## src/rtl/mem_arb_pkg.sv

```systemverilog
// Shared types and defaults for the instruction/data block-memory arbiter.
// The round-robin grant option is selected by macro MEM_ARB_ROUND_ROBIN_EN.
package mem_arb_pkg;

  localparam int unsigned ADDR_W_DEF  = 32;
  localparam int unsigned BLOCK_W_DEF = 128;

  typedef enum logic [1:0] {
    StIdle   = 2'd0,
    StIRead  = 2'd1,
    StDWrite = 2'd2,
    StDRead  = 2'd3
  } state_e;

  typedef enum logic {
    GrantInstr = 1'b0,
    GrantData  = 1'b1
  } grant_e;

endpackage

```

## src/rtl/mem_arb_select.sv

```systemverilog
// Combinational grant selection between instruction and data requesters.
// MEM_ARB_ROUND_ROBIN_EN: contested grants go to the side not granted last.
module mem_arb_select
  import mem_arb_pkg::*;
(
  input  logic   i_instr_req,
  input  logic   i_data_req,
`ifdef MEM_ARB_ROUND_ROBIN_EN
  input  grant_e i_last_grant,
`endif
  output logic   o_grant_valid,
  output grant_e o_grant
);

  always_comb begin
    o_grant_valid = i_instr_req | i_data_req;
    o_grant       = GrantInstr;
`ifdef MEM_ARB_ROUND_ROBIN_EN
    if (i_instr_req && i_data_req) begin
      o_grant = (i_last_grant == GrantData) ? GrantInstr : GrantData;
    end else if (i_data_req) begin
      o_grant = GrantData;
    end
`else
    if (i_data_req) begin
      o_grant = GrantData;
    end
`endif
  end

endmodule

```

## src/rtl/mem_arbiter.sv

```systemverilog
// Arbitrates one shared block memory between instruction refills and data write-back/refill.
// MEM_ARB_ROUND_ROBIN_EN enables round-robin arbitration; default is data-first fixed priority.
module mem_arbiter
  import mem_arb_pkg::*;
#(
  parameter int unsigned ADDR_W  = ADDR_W_DEF,
  parameter int unsigned BLOCK_W = BLOCK_W_DEF
) (
  input  logic               clock,
  input  logic               reset,

  input  logic               i_read,
  input  logic [ADDR_W-1:0]  i_address,
  output logic [BLOCK_W-1:0] i_read_data,
  output logic               i_read_valid,

  input  logic               d_read,
  input  logic               d_write,
  input  logic [ADDR_W-1:0]  d_read_address,
  input  logic [ADDR_W-1:0]  d_write_address,
  input  logic [BLOCK_W-1:0] d_write_data,
  output logic [BLOCK_W-1:0] d_read_data,
  output logic               d_read_valid,
  output logic               d_write_done,

  output logic               mem_read,
  output logic               mem_write,
  output logic [ADDR_W-1:0]  mem_read_address,
  output logic [ADDR_W-1:0]  mem_write_address,
  output logic [BLOCK_W-1:0] mem_write_data,
  input  logic [BLOCK_W-1:0] mem_read_data,
  input  logic               mem_read_valid,
  input  logic               mem_write_done,

  output logic               busy
);

  state_e r_state, w_state_next;
  logic   w_data_req;
  logic   w_grant_valid;
  grant_e w_grant;

  assign w_data_req = d_read | d_write;

`ifdef MEM_ARB_ROUND_ROBIN_EN
  grant_e r_last_grant;

  // Resets to "data last" so the first contested grant favours the instruction side.
  always_ff @(posedge clock) begin
    if (!reset) begin
      r_last_grant <= GrantData;
    end else if (r_state == StIdle && w_grant_valid) begin
      r_last_grant <= w_grant;
    end
  end
`endif

  mem_arb_select u_select (
    .i_instr_req   (i_read),
    .i_data_req    (w_data_req),
`ifdef MEM_ARB_ROUND_ROBIN_EN
    .i_last_grant  (r_last_grant),
`endif
    .o_grant_valid (w_grant_valid),
    .o_grant       (w_grant)
  );

  always_ff @(posedge clock) begin
    if (!reset) begin
      r_state <= StIdle;
    end else begin
      r_state <= w_state_next;
    end
  end

  // Write-back chains straight into its refill so the instruction side cannot slip in between.
  always_comb begin
    w_state_next = r_state;
    unique case (r_state)
      StIdle: begin
        if (w_grant_valid) begin
          if (w_grant == GrantData) begin
            w_state_next = d_write ? StDWrite : StDRead;
          end else begin
            w_state_next = StIRead;
          end
        end
      end
      StIRead:  if (mem_read_valid) w_state_next = StIdle;
      StDWrite: if (mem_write_done) w_state_next = d_read ? StDRead : StIdle;
      StDRead:  if (mem_read_valid) w_state_next = StIdle;
      default:  w_state_next = StIdle;
    endcase
  end

  always_comb begin
    busy              = (r_state != StIdle);
    mem_read          = 1'b0;
    mem_write         = 1'b0;
    mem_read_address  = '0;
    mem_write_address = '0;
    mem_write_data    = '0;
    i_read_valid      = 1'b0;
    i_read_data       = '0;
    d_read_valid      = 1'b0;
    d_read_data       = '0;
    d_write_done      = 1'b0;
    unique case (r_state)
      StIRead: begin
        mem_read         = 1'b1;
        mem_read_address = i_address;
        if (mem_read_valid) begin
          i_read_valid = 1'b1;
          i_read_data  = mem_read_data;
        end
      end
      StDWrite: begin
        mem_write         = 1'b1;
        mem_write_address = d_write_address;
        mem_write_data    = d_write_data;
        d_write_done      = mem_write_done;
      end
      StDRead: begin
        mem_read         = 1'b1;
        mem_read_address = d_read_address;
        if (mem_read_valid) begin
          d_read_valid = 1'b1;
          d_read_data  = mem_read_data;
        end
      end
      default: ;
    endcase
  end

endmodule

```

## config.mk

```make
export PLATFORM = sky130hd
export DESIGN_NAME = mem_arbiter
export DESIGN_NICKNAME = d
export VERILOG_FILES = /design/src/rtl/mem_arb_pkg.sv /design/src/rtl/mem_arb_select.sv /design/src/rtl/mem_arbiter.sv
export SDC_FILE = /design/constraint.sdc
export NUM_CORES = 1
export LEC_CHECK = 0
export CAP_MARGIN = 30
export CORE_AREA = 3 3 315 317
export CTS_CLUSTER_SIZE = 16
export DETAILED_ROUTE_END_ITERATION = 16
export DIE_AREA = 0 0 318 320
export DONT_BUFFER_PORTS = 1
export PLACE_DENSITY = 0.3
export SLEW_MARGIN = 20
export SYNTH_ARGS = -nofsm -noshare
export SYNTH_HDL_FRONTEND = slang
export SYNTH_SLANG_ARGS = --single-unit
```

## constraint.sdc

```tcl
create_clock -name clock -period 1.4 [get_ports clock]
set_input_delay 0.07 -clock clock [delete_from_list [all_inputs] [get_ports clock]]
set_output_delay 0.07 -clock clock [all_outputs]
set_load 0.01 [all_outputs]
```

==> out/summary.txt, run 1 <==
Synth Area per Inst -> 6.55 um^2
Placed cell count -> 1,918
CORE AREA -> 96,600 um^2
Max Cap Violations -> 0
Register bit total from synthesis -> 2
Number of buffers created by CTS -> 3
Final setup vio count -> 418
Max FFs per register -> 2
Synth Flop Type -> dfxtp_1
Setup Slack @ Placement -> -43.4 ps
ANT nets after route -> 0
Synth warnings -> 0
GRT Total Usage -> 12.6%
Slowest CP cell -> dfxtp_2
Regs by FF count -> r_state: 2 flops
Initial drt markers -> 174
Pwr per Cell Area -> 440 nW/um^2
Minimum clock period -> 1550 ps
Crit. End Element -> output port
Most common cell in the netlist -> and2_1
Clk_skew -> 0.706 ps
DP Wirelength -> 65,100 um
Rows -> 114
CP Class -> reg2out
Initial antenna violation count -> 148
Routed via count -> 5,024
Worst path required time -> 1330 ps
Final slew viol count -> 0
Non-Filler Instances -> 2,017
Most flops, register -> r_state
Worst hold margin -> 21.9 ps
Die width -> 318 um
Max Fclk -> 645 MHz
Die height -> 320 um
Worst vdd ir -> 414 uV
Asr flop ratio synth -> 0%
Vias in the first global route -> 4,492
Total Wirelength -> 69,400 um
Slew headroom -> 78.8%
Post-synthesis instance total -> 552
Final hold vios -> 0
Worst path top cell family by delay -> buffers and inverters
Unique cell type count in the Yosys netlist -> 19
Post-synth EDFFs -> 0
Top cell type's share of synthesized area -> 72.1%
# IOs -> 813
Synth cell count leaders -> and2_1 (417), nor2b_1 (33), mux2i_1 (32), clkbuf_2 (18), clkbuf_1 (12)
Slew of the pin with the lowest slew margin -> 321 ps
Synth top area cells -> and2_1 (72%), mux2i_1 (8.9%), nor2b_1 (5.7%), buf_6 (3.4%), clkbuf_2 (2.5%)
LEAKAGE -> 0.00310 uW
Startpoint Class -> flip-flop
Layout cells sized above 1 -> 65.4%
PnR worst setup slack -> -151 ps
CP peak stage delay -> 330 ps
Root buf cell -> clkbuf_16
Violations in the final reports -> negative setup slack
Port bufs -> 0
CTS tree -> yes
Number of remaining DRC errors -> 0
Tcrit/Tclk final -> 111%
Die area -> 102,000 um^2
Syn Nets -> 911
Area leader, netlist -> and2_1
CP Max Fanout -> 19
Starting density of the core -> 3.75%
Worst-Skew Late Latency -> 220 ps
Critical path cell sequence -> buf_6, nor2b_4, buf_12, buf_16, clkbuf_16, and2_4
Worst-case clock buffer depth -> 2
Synth Cell Area -> 3620 um^2
Final nets -> 1,028
Buf/Inv on CP -> 4
Worst Path Arrival -> 1480 ps
First-pass GRT wire length -> 78,200 um
Largest net degree at the start of global routing -> 36
Drt pass-1 iters -> 4
Routed len/inst -> 34.4 um
RSZ-0062 raised after global routing -> yes
H-tree depth -> 1
Clk slew on worst S/H paths -> 30 ps
Grt total ovfl -> 0
Gp weighted congestion -> 0.795
Status -> finished, violations left
Hold WC Path Type -> in2reg
Vias/cell -> 2.49
Syn-to-layout area delta -> 133%
Sequential fraction of the synthesis area -> 1.11%
Sink Count -> 2
## where the power goes
part / leakage [uW] / switching (uW) / internal (uW) / total [uW]
clock: 0.0000374 / 64.6 / 363 / 428
combinational: 0.00305 / 1610 / 1580 / 3200
sequential: 0.0000175 / 10.3 / 65.4 / 75.7
## per-stage QoR
| stage | cell area [um^2] | TNS [ps] | total power (uW) | util, % |
|---|---|---|---|---|
| 2_1_floorplan | 3620 | 0 | 1250 | - |
| 3_3_place_gp | 6860 | -89.9 | 2700 | 7.10 |
| 3_5_place_dp | 6860 | -155 | 2710 | 7.10 |
| 4_1_cts | 7660 | -40790 | 3510 | 7.93 |
| 5_1_grt | 8310 | -58120 | 3880 | 8.60 |
| 6_report | 8410 | -28770 | 3700 | 8.71 |
## logic make-up after synthesis
| logic type | share of synthesized area [%] |
|---|---|
| and+or+nand+nor | 79.1 |
| muxes | 8.86 |
| DFF | 1.11 |
| AOI/OAI and AO/OA | 1.00 |
| buffers and inverters | 9.89 |
## repair_timing
action / CTS / global route
hold buffers: 1 / 0
pin swaps: 25 / 37
hold endpoints to repair: 2 / 0
endpoints found under the setup margin: 405 / 436
cloned: 5 / 6
resized for setup: 180 / 150
buffers inserted: 5 / 6
## cell type report
class                   count  area, um^2
diodes                     74         185
inverters                   1        3.75
clock buffers               3        75.1
well taps                1276        1600
fillers                 11200       88200
repair buffers            167        2560
multi-input cells         494        3940
flip-flops and latches      2        45.0
## layout by cell type, fill, tap and decap left out, types with 2 or more instances in the layout
| master | Yosys | final |
|---|---|---|
| nor2b_1 | 33 | 29 |
| buf_4 | 10 | 52 |
| nor2_4 | 2 | 3 |
| buf_16 | 0 | 9 |
| a21oi_1 | 2 | 2 |
| buf_12 | 0 | 74 |
| and2_1 | 417 | 179 |
| diode_2 | 0 | 74 |
| o21ai_0 | 2 | 2 |
| clkbuf_16 | 0 | 9 |
| and2_2 | 0 | 29 |
| mux2i_4 | 0 | 9 |
| and2_4 | 0 | 209 |
| mux2i_2 | 0 | 8 |
| nor2b_2 | 0 | 3 |
| buf_6 | 11 | 24 |
| mux2i_1 | 32 | 15 |
## path summary, 6_finish.rpt
path	from	to	slack, ps	cells past startpoint
setup / recovery	r_state[0]$_SDFFE_PN0P_	mem_write_data[120]	-150	6
hold / removal	d_read	r_state[1]$_SDFFE_PN0P_	20	1
hold reg to reg	r_state[1]$_SDFFE_PN0P_	r_state[1]$_SDFFE_PN0P_	690	3
setup reg to reg	r_state[1]$_SDFFE_PN0P_	r_state[1]$_SDFFE_PN0P_	30	7
## layer usage
layer | vias to the layer above | routed length [um] | global-route usage (%)
met3 | 122 | 9280 | 7.85
li1 | 1999 | - | -
met1 | 2278 | 25200 | 13.5
met5 | - | 587 | 0
met4 | 90 | 467 | 0.606
met2 | 535 | 33900 | 22.1
No activity file was read; power rests on OpenSTA's default activity.
==> inputs of run 2 (changes only) <==
--- a/config.mk
+++ b/config.mk
@@ -5,11 +5,10 @@
 export SDC_FILE = /design/constraint.sdc
 export NUM_CORES = 1
 export LEC_CHECK = 0
-export CAP_MARGIN = 30
-export CORE_AREA = 3 3 315 317
+export CORE_AREA = 2 2 314 316
 export CTS_CLUSTER_SIZE = 16
 export DETAILED_ROUTE_END_ITERATION = 16
-export DIE_AREA = 0 0 318 320
+export DIE_AREA = 0 0 316 318
 export DONT_BUFFER_PORTS = 1
 export PLACE_DENSITY = 0.3
 export SLEW_MARGIN = 20
==> constraint.sdc (replaced) <==
create_clock -name clock -period 1.4 [get_ports clock]
set_input_delay 0.14 -clock clock [delete_from_list [all_inputs] [get_ports clock]]
set_output_delay 0.14 -clock clock [all_outputs]
set_load 0.01 [all_outputs]
==> out/summary.txt, run 2 (same netlist as run 1, synthesis figures left out) <==
Layout cells sized above 1 -> 47.3% (was 65.4%)
Tcrit/Tclk final -> 125% (was 111%)
Syn-to-layout area delta -> 112% (was 133%)
Finished layout cell area -> 7660 um^2 (was 8410 um^2)
Starting density of the core -> 3.71% (was 3.75%)
CP Class -> reg2out (unchanged)
DP Wirelength -> 64,800 um (was 65,100 um)
Grt total ovfl -> 0 (unchanged)
Worst-case clock buffer depth -> 2 (unchanged)
Gp weighted congestion -> 0.912 (was 0.795)
Worst-Skew Late Latency -> 220 ps (about the same)
Crit. End Element -> output port (unchanged)
Final nets -> 1,010 (was 1,028)
Die height -> 318 um (was 320 um)
Die width -> 316 um (was 318 um)
Final slew viol count -> 0 (unchanged)
Port bufs -> 0 (unchanged)
# IOs -> 813 (unchanged)
PnR worst setup slack -> -345 ps (was -151 ps)
Minimum clock period -> 1740 ps (was 1550 ps)
CORE AREA -> 97,400 um^2 (was 96,600 um^2)
First-pass GRT wire length -> 76,600 um (was 78,200 um)
Routed via count -> 5,024 (unchanged)
Drt pass-1 iters -> 4 (unchanged)
Final setup vio count -> 449 (was 418)
Initial antenna violation count -> 142 (was 148)
Vias/cell -> 2.54 (was 2.49)
Pwr per Cell Area -> 440 nW/um^2 (about the same)
Routed len/inst -> 34.7 um (was 34.4 um)
Placed Instance Area -> 6800 um^2 (was 6860 um^2)
Total Wirelength -> 68,600 um (was 69,400 um)
H-tree depth -> 1 (unchanged)
Number of buffers created by CTS -> 3 (unchanged)
Clk slew on worst S/H paths -> 30 ps (about the same)
Total power -> 3370 uW (was 3700 uW)
CTS tree -> yes (unchanged)
Most frequent cells in the layout -> and2_1 (279), and2_4 (123), buf_12 (75) (was and2_4 (209), and2_1 (179), buf_12 (74))
Clk_skew -> 1.17 ps (was 0.706 ps)
Max FFs per register -> 2 (unchanged)
Die area -> 100,000 um^2 (was 102,000 um^2)
Regs by FF count -> r_state: 2 flops (unchanged)
Violations in the final reports -> negative setup slack (unchanged)
ANT nets after route -> 0 (unchanged)
Startpoint Class -> flip-flop (unchanged)
GRT Total Usage -> 12.7% (was 12.6%)
Most flops, register -> r_state (unchanged)
Initial drt markers -> 156 (was 174)
Most common cell after layout, fill and taps aside -> and2_1 (was and2_4)
Number of remaining DRC errors -> 0 (unchanged)
Worst vdd ir -> 1010 uV (was 414 uV)
Root buf cell -> clkbuf_16 (unchanged)
LEAKAGE -> 0.00280 uW (was 0.00310 uW)
RSZ-0062 raised after global routing -> yes (unchanged)
Worst path required time -> 1260 ps (was 1330 ps)
Status -> finished, violations left (unchanged)
Slew of the pin with the lowest slew margin -> 393 ps (was 321 ps)
Max Fclk -> 573 MHz (was 645 MHz)
CP Max Fanout -> 11 (was 19)
Largest net degree at the start of global routing -> 60 (was 36)
Slew headroom -> 73.3% (was 78.8%)
Worst Path Arrival -> 1600 ps (was 1480 ps)
Sink Count -> 2 (unchanged)
Rows -> 115 (was 114)
Hold WC Path Type -> in2reg (unchanged)
Final hold vios -> 0 (unchanged)
Max Cap Violations -> 0 (unchanged)
Vias in the first global route -> 4,279 (was 4,492)
[run 2: changes by cell type in the layout (fill, tap and decap cells not counted), sizes merged]
cell | before | now
dlygate4sd3 | 1 | 0
clkbuf | 9 | 7
buf | 160 | 145
diode | 74 | 43
[run 2: area by class of cell]
type                            count  area [um^2]
Inverter                            1         3.75
Clock buffer                        3         75.1
Fill cell                       11400        89800
Tap cell                         1287         1610
Timing Repair Buffer              149         2200
Sequential cell                     2         45.0
Multi-Input combinational cell    494         3620
Antenna cell                       43          108
[run 2: worst max-delay path, cell delays in order, from the launching register on]
cell and delay [ps]:
dfxtp_2 340, nand2_4 60, buf_6 120, nor2_4 90, buf_4 140, buf_12 160
buf_12 160, and2_4 160, buf_12 110
[run 2: per-layer routing]
metal / track usage (%) / share of wire [%] / vias to the layer above
met3: 6.98 / 13 / 142
met2: 22.3 / 48 / 603
met4: 0.685 / 1.1 / 86
li1: - / - / 1914
met5: 0 / 0.77 / -
met1: 14.0 / 37 / 2279
[run 2: what timing repair did]
action | CTS | global route
gates cloned | 1 | 4
buffers inserted | 6 | 4
endpoints found under the hold margin | 0 | 0
hold buffers | 0 | 0
endpoints found under the setup margin | 446 | 451
gates resized for setup | 160 | 56
pin swaps | 12 | 1
[run 2: report_power, final]
part | leakage (uW) | switching (uW) | internal, uW | total [uW]
Combinational | 0.00274 | 1530 | 1330 | 2860
Sequential | 0.0000175 | 11.8 | 65.5 | 77.3
Clock | 0.0000372 | 67.6 | 364 | 431
[run 2: worst paths after layout]
path	start	endpoint	slack, ps	depth (start not counted)
worst max register to register	r_state[0]$_SDFFE_PN0P_	r_state[1]$_SDFFE_PN0P_	20	6
worst max-delay path	r_state[0]$_SDFFE_PN0P_	d_read_data[96]	-340	8
worst min register to register	r_state[1]$_SDFFE_PN0P_	r_state[1]$_SDFFE_PN0P_	720	3
worst min-delay path	reset	r_state[0]$_SDFFE_PN0P_	50	2
[run 2: stage by stage]
step	hold WS [ps]	cells	setup TNS [ps]	util, %	worst slack, ps
final	55.0	1979	-98420	7.86	-345
after global routing	64.9	1951	-128340	7.79	-399
after CTS	55.8	1928	-105140	7.49	-380
after detailed placement	284	1918	-19340	6.98	-225
after global placement	288	1918	-21080	6.98	-214
after floorplan	256	552	0	-	167
